<file path="src/rtl/rveven_parity_pkg.sv">
// Shared definitions for the even-parity generator: segment width,
// the 16-bit parity function and the derived-size helpers.
package rveven_parity_pkg;

    localparam int PAR_SEG_W = 16;

    // Even parity: the XOR of the segment, so segment ^ parity reduces to 0.
    function automatic logic even_parity16(input logic [15:0] seg);
        return ^seg;
    endfunction

    // Number of 16-bit segments in a data word.
    function automatic int seg_count(input int data_width);
        return data_width / PAR_SEG_W;
    endfunction

    // Width of a segment index; never narrower than one bit.
    function automatic int seg_idx_w(input int nseg);
        return (nseg > 1) ? $clog2(nseg) : 1;
    endfunction

endpackage

</file>
<file path="src/rtl/rveven_paritygen_seg.sv">
// Combinational parity generator: one even-parity bit per 16-bit segment.
module rveven_paritygen_seg
    import rveven_parity_pkg::*;
#(
    parameter int DATA_WIDTH = 32,
    localparam int NSEG = seg_count(DATA_WIDTH)
) (
    input  logic [DATA_WIDTH-1:0] data,
    output logic [NSEG-1:0]       parity
);

    // Segment i covers data[16i+15:16i].
    for (genvar i = 0; i < NSEG; i++) begin : g_seg
        assign parity[i] = even_parity16(data[PAR_SEG_W*i +: PAR_SEG_W]);
    end

endmodule

</file>
<file path="src/rtl/rveven_paritygen_pipe.sv">
// Even-parity generator with a registered valid/ready output stage.
// A main register drives out_* and a single skid register absorbs the beat
// accepted while main is stalled, so in_ready depends only on skid state.
// DATA_WIDTH must be a multiple of 16 and at least 16.
//
// Handshake: a beat moves when valid & ready are both high at a rising
// clock edge; once out_valid is high, out_data/out_parity stay stable
// until the beat is taken, and beats leave in the order they arrived.
module rveven_paritygen_pipe
    import rveven_parity_pkg::*;
#(
    parameter int DATA_WIDTH = 32,
    localparam int NSEG = seg_count(DATA_WIDTH),
    localparam int SEGW = seg_idx_w(NSEG)
) (
    input  logic                  clk,
    input  logic                  rst,
    input  logic                  in_valid,
    output logic                  in_ready,
    input  logic [DATA_WIDTH-1:0] in_data,
    output logic                  out_valid,
    input  logic                  out_ready,
    output logic [DATA_WIDTH-1:0] out_data,
    output logic [NSEG-1:0]       out_parity,
    input  logic                  inj_arm,
    input  logic [SEGW-1:0]       inj_seg,
    output logic                  inj_pending,
    output logic [15:0]           gen_count
);

    logic                  main_valid;
    logic [DATA_WIDTH-1:0] main_data;
    logic [NSEG-1:0]       main_par;
    logic                  skid_valid;
    logic [DATA_WIDTH-1:0] skid_data;
    logic [NSEG-1:0]       skid_par;
    logic                  inj_pending_q;
    logic [SEGW-1:0]       inj_seg_q;
    logic [15:0]           gen_count_q;

    logic [NSEG-1:0]       seg_par;
    logic [NSEG-1:0]       inj_mask;
    logic [NSEG-1:0]       in_par;
    logic                  accept;
    logic                  drain;
    logic                  arm_ok;

    rveven_paritygen_seg #(
        .DATA_WIDTH(DATA_WIDTH)
    ) u_seg (
        .data   (in_data),
        .parity (seg_par)
    );

    assign accept = in_valid & in_ready;
    assign drain  = main_valid & out_ready;
    assign arm_ok = inj_arm & ({1'b0, inj_seg} < (SEGW + 1)'(NSEG));

    // Parity of the incoming beat, with the armed segment's bit inverted.
    always_comb begin
        inj_mask = '0;
        if (inj_pending_q) begin
            inj_mask = NSEG'(1) << inj_seg_q;
        end
        in_par = seg_par ^ inj_mask;
    end

    // Main/skid storage: skid refills main on drain, otherwise the input
    // goes to main if it is free (or freeing) and to skid if main is stalled.
    always_ff @(posedge clk) begin
        if (rst) begin
            main_valid <= 1'b0;
            main_data  <= '0;
            main_par   <= '0;
            skid_valid <= 1'b0;
            skid_data  <= '0;
            skid_par   <= '0;
        end else begin
            if (drain) begin
                if (skid_valid) begin
                    main_data  <= skid_data;
                    main_par   <= skid_par;
                    skid_valid <= 1'b0;
                end else if (accept) begin
                    main_data <= in_data;
                    main_par  <= in_par;
                end else begin
                    main_valid <= 1'b0;
                end
            end else if (accept) begin
                if (main_valid) begin
                    skid_valid <= 1'b1;
                    skid_data  <= in_data;
                    skid_par   <= in_par;
                end else begin
                    main_valid <= 1'b1;
                    main_data  <= in_data;
                    main_par   <= in_par;
                end
            end
        end
    end

    // Injection arm: consumed by an accept, a valid arm (re)sets it after that.
    always_ff @(posedge clk) begin
        if (rst) begin
            inj_pending_q <= 1'b0;
            inj_seg_q     <= '0;
        end else begin
            if (accept) begin
                inj_pending_q <= 1'b0;
            end
            if (arm_ok) begin
                inj_pending_q <= 1'b1;
                inj_seg_q     <= inj_seg;
            end
        end
    end

    // Saturating count of output handshakes.
    always_ff @(posedge clk) begin
        if (rst) begin
            gen_count_q <= '0;
        end else if (drain && (gen_count_q != 16'hFFFF)) begin
            gen_count_q <= gen_count_q + 16'd1;
        end
    end

    assign in_ready    = ~skid_valid;
    assign out_valid   = main_valid;
    assign out_data    = main_data;
    assign out_parity  = main_par;
    assign inj_pending = inj_pending_q;
    assign gen_count   = gen_count_q;

endmodule
</file>
<file path="config.mk">
export PLATFORM = sky130hd
export DESIGN_NAME = rveven_paritygen_pipe
export DESIGN_NICKNAME = d
export VERILOG_FILES = /design/src/rtl/rveven_parity_pkg.sv /design/src/rtl/rveven_paritygen_seg.sv /design/src/rtl/rveven_paritygen_pipe.sv
export SDC_FILE = /design/constraint.sdc
export NUM_CORES = 1
export LEC_CHECK = 0
export ABC_AREA = 1
export BUFFER_PORTS_ARGS = -buffer_cell sky130_fd_sc_hd__clkbuf_2
export CORE_MARGIN = 2
export CORE_UTILIZATION = 49
export DETAILED_ROUTE_END_ITERATION = 6
export GPL_TIMING_DRIVEN = 0
export HOLD_SLACK_MARGIN = 0.05
export PLACE_DENSITY = 0.83
export SYNTH_ARGS = -nofsm -noshare
export SYNTH_HDL_FRONTEND = slang
export SYNTH_SLANG_ARGS = --single-unit
</file>
<file path="constraint.sdc">
create_clock -name clk -period 1.8 [get_ports clk]
set_clock_uncertainty 0.2 [all_clocks]
set_input_delay 0.36 -clock clk [delete_from_list [all_inputs] [get_ports clk]]
set_output_delay 0.36 -clock clk [all_outputs]
set_load 0.02 [all_outputs]
</file>
==> qor.csv <==
stage,metric,value,unit
timing,max-slew violations,0,
timing,Max-slew headroom,66.0,%
setup_path,worst r2r path cells,10,
die,initial core utilization,50.9,%
timing,Worst-Margin Slew,0.510,ns
clocking,Num CTS Buffers,9,
global_routing,grt ovf,0,
final_layout,fillcell total,760,
pwr,P per Cell Area,857,mW/mm²
setup_path,worst r2r src,gen_count[0],
final_layout,Nets,774,
detailed_routing,Vias,4553,
clocking,CTS tree,built,
clocking,clock transition at the registers of the reported paths,0.10,ns
pwr,switching portion of total power,31.6,%
detailed_routing,DR pass1 iterations,5,
timing,RSZ-0062 raised after global routing,yes,
pwr,sequential share of power,48.2,%
setup_path,CP cell instances,"ha_4, nand2_1, nor3_1, inv_1, nor2_2, inv_2, nor2_2, nand3_1, nand2_1, a21oi_2",
setup_path,delay of the slowest critical-path stage,0.39,ns
synth,top_reg_cell synth,dfxtp_1,
setup_path,Critical-path top delay cell,dfxtp_4,
placement,IO Port Bufs,89,
placement,Final Wtd Congestion,0.862,
die,die area,0.00933,mm²
pwr,Comb power frac,20.7,%
timing,fmax,560,MHz
clocking,H-tree Lvls,3,
global_routing,vias in the first global route,4251,
final_layout,Final Util,63.5,%
setup_path,Startpoint Class,register,
detailed_routing,drt initial violations,186,
hold_path,worst min-delay path startpoint,in_data[3],
setup_path,WS Path Type,reg2reg,
synth,largest cells by area after synthesis,"dfxtp_1 42%, o21ai_0 13%, nand2_1 11%",
clocking,Sink Count,88,
clocking,CTS root buffer,clkbuf_8,
synth,"Seq/Total Area, Yosys",41.9,%
synth,Netlist cell types,29,
die,die width,96.6,µm
hold_path,HP Class,in2reg,
timing,crit path time final,1.78,ns
timing,setup_tns,0,ns
setup_path,"Req. time, crit path",1.86,ns
pwr,Net Sw Power,0.00142,W
clocking,worst skew pair latency,0.38,ns
detailed_routing,Post-route DRC,0,
synth,Syn Area/Cell,6.76,µm²
die,IO Count,91,
detailed_routing,ANT nets after route,0,
die,die height,96.6,µm
pwr,Peak VDD IR,0.484,mV
timing,final hold violations,0,
detailed_routing,WL/cell,13.9,µm
timing,hold slack,0.0573,ns
pwr,Clock Power Share,31.1,%
synth,mapped cell area,0.00420,mm²
timing,Setup-failing EPs final,0,
synth,"area leader, netlist",dfxtp_1,
setup_path,WP data arrival,1.85,ns
global_routing,global-route wire length before repair,18200,µm
global_routing,initial antenna violation count,0,
pwr,Leak Pwr,2.52,nW
global_routing,Overall Global Routing Usage,25.1,%
detailed_routing,routed wire length,11800,µm
synth,#FFs+latches synth,88,
final_layout,# diodes,0,
final_layout,share of post-route cells with drive strength above 1,23.4,%
synth,Yosys top cell area share,41.9,%
timing,final cycle utilization of the critical path,99.2,%
flow_run,Max-Cap Viols,0,
outcome,run status,"finished, final reports clean",
hold_path,Hold Path Cell Cnt,3,
die,# rows,33,
synth,"count leader, synth",nand2_1,
setup_path,Critical Path End Type,register,
hold_path,Hold Crit Endpoint,skid_data[3],
die,core area,0.00826,mm²
synth,most instantiated cells after synthesis,"125 x nand2_1, 108 x o21ai_0, 88 x dfxtp_1",
setup_path,reg2reg end,gen_count[8],
clocking,Max clock buf depth,2,
synth,share of async-settable or async-resettable flops after synthesis,0,%
setup_path,Worst R2R Setup Slack,0.02,ns
synth,Synth warnings,0,
synth,Mapped Cells,621,
final_layout,area delta synth->final,24.8,%
pwr,Pint,0.00307,W
placement,dpl hpwl,8140,µm
detailed_routing,Vias/cell,5.39,
synth,number of synthesized flops with an enable pin,0,
setup_path,CP max FO,5,
global_routing,largest net degree at the start of global routing,16,
synth,synthesized net count,661,
## power groups by stage
stage / Clock, W / Sequential [W] / Combinational [W]
final: 0.00140 / 0.00216 / 0.000931
after global routing: 0.00148 / 0.00218 / 0.00103
after CTS: 0.00140 / 0.00216 / 0.000866
after detailed placement: 0 / 0.00220 / 0.000828
after global placement: 0 / 0.00220 / 0.000801
after floorplan: 0 / 0.00231 / 0.000439
## registers in the layout, indices dropped and copies added (netlist names)
register     count
out_data        32
skid_data       32
gen_count       16
out_parity       2
skid_par         2
inj_pending      1
inj_seg_q        1
out_valid        1
skid_valid       1
## worst max-delay path by stage
stage	startpoint	to	slack (ns)	depth (start not counted)
2_1_floorplan	gen_count[0]	gen_count[8]	0.009	10
5_1_grt	skid_valid	out_data[21]	-0.04	8
6_report	gen_count[0]	gen_count[8]	0.02	10
4_1_cts	skid_valid	out_data[18]	-0.009	9
3_3_place_gp	in_valid	out_data[20]	-0.31	8
3_5_place_dp	out_ready	out_data[20]	-0.42	8
## layout make-up
| class | instances | area, µm² | area share (%) |
|---|---|---|---|
| multi-input cells | 429 | 2120 | 40.5 |
| flip-flops and latches | 88 | 1780 | 33.9 |
| repair buffers | 102 | 559 | 10.7 |
| inverters | 74 | 283 | 5.40 |
| plain buffers | 30 | 173 | 3.30 |
| well taps | 105 | 131 | 2.51 |
| clock buffers | 9 | 124 | 2.36 |
| clock inverters | 7 | 70.1 | 1.34 |
## worst max-delay path: cells and delay by family (launching register included)
kind | cells | cell delay, ns
AO/OA/AOI/OAI | 1 | 0.04
AND/OR/NAND/NOR | 6 | 0.77
flip-flops | 1 | 0.39
adder cells (fa/ha/maj) | 1 | 0.14
buffers and inverters | 2 | 0.13
## stage by stage
step | cells | cell area [µm²] | total power (W) | worst slack (ns)
4_1_cts | 837 | 5070 | 0.00443 | -0.00886
5_1_grt | 844 | 5240 | 0.00469 | -0.0449
6_report | 844 | 5240 | 0.00449 | 0.0152
3_3_place_gp | 815 | 4780 | 0.00300 | -0.311
2_1_floorplan | 621 | 4200 | 0.00275 | 0.00866
3_5_place_dp | 815 | 4780 | 0.00303 | -0.420
## repair_timing
| action | 4_1_cts | 5_1_grt |
|---|---|---|
| pin swaps | 4 | 13 |
| setup endpoints to repair | 42 | 70 |
| endpoints found under the hold margin | 2 | 0 |
| hold buffers | 2 | 0 |
| cloned | 1 | 2 |
| buffers inserted | 3 | 5 |
| resized for setup | 21 | 52 |
## kinds of logic (layout without fill, tap and decap cells)
| kind of cell | Yosys count | after routing | share of synthesized area, % |
|---|---|---|---|
| compound gates | 194 | 194 | 23.3 |
| fa+ha+maj | 2 | 2 | 0.596 |
| simple gates | 224 | 224 | 22.5 |
| flops | 88 | 88 | 41.9 |
| buf+inv | 104 | 222 | 9.77 |
| xor+xnor | 9 | 9 | 1.88 |
## placed cells by master, fill, tap and decap left out, drive strengths merged, types with 2 or more instances in the layout
master	count
nand3	19
dlygate4sd3	2
nor2	59
inv	75
o21ai	108
a21oi	83
clkinv	4
ha	2
nor3	10
xor2	5
nand4	6
dfxtp	88
clkbuf	111
nand2	126
buf	28
xnor2	4
## per-layer routing
metal,routed length (µm),part of all wire [%],vias up,GRT usage [%]
met5,0,0,-,0
met4,273,2.3,0,11.0
met3,762,6.5,27,5.51
met2,5710,49,160,42.9
met1,5010,43,2105,30.2
li1,-,-,2261,-
(Power assumes the default switching activity.)
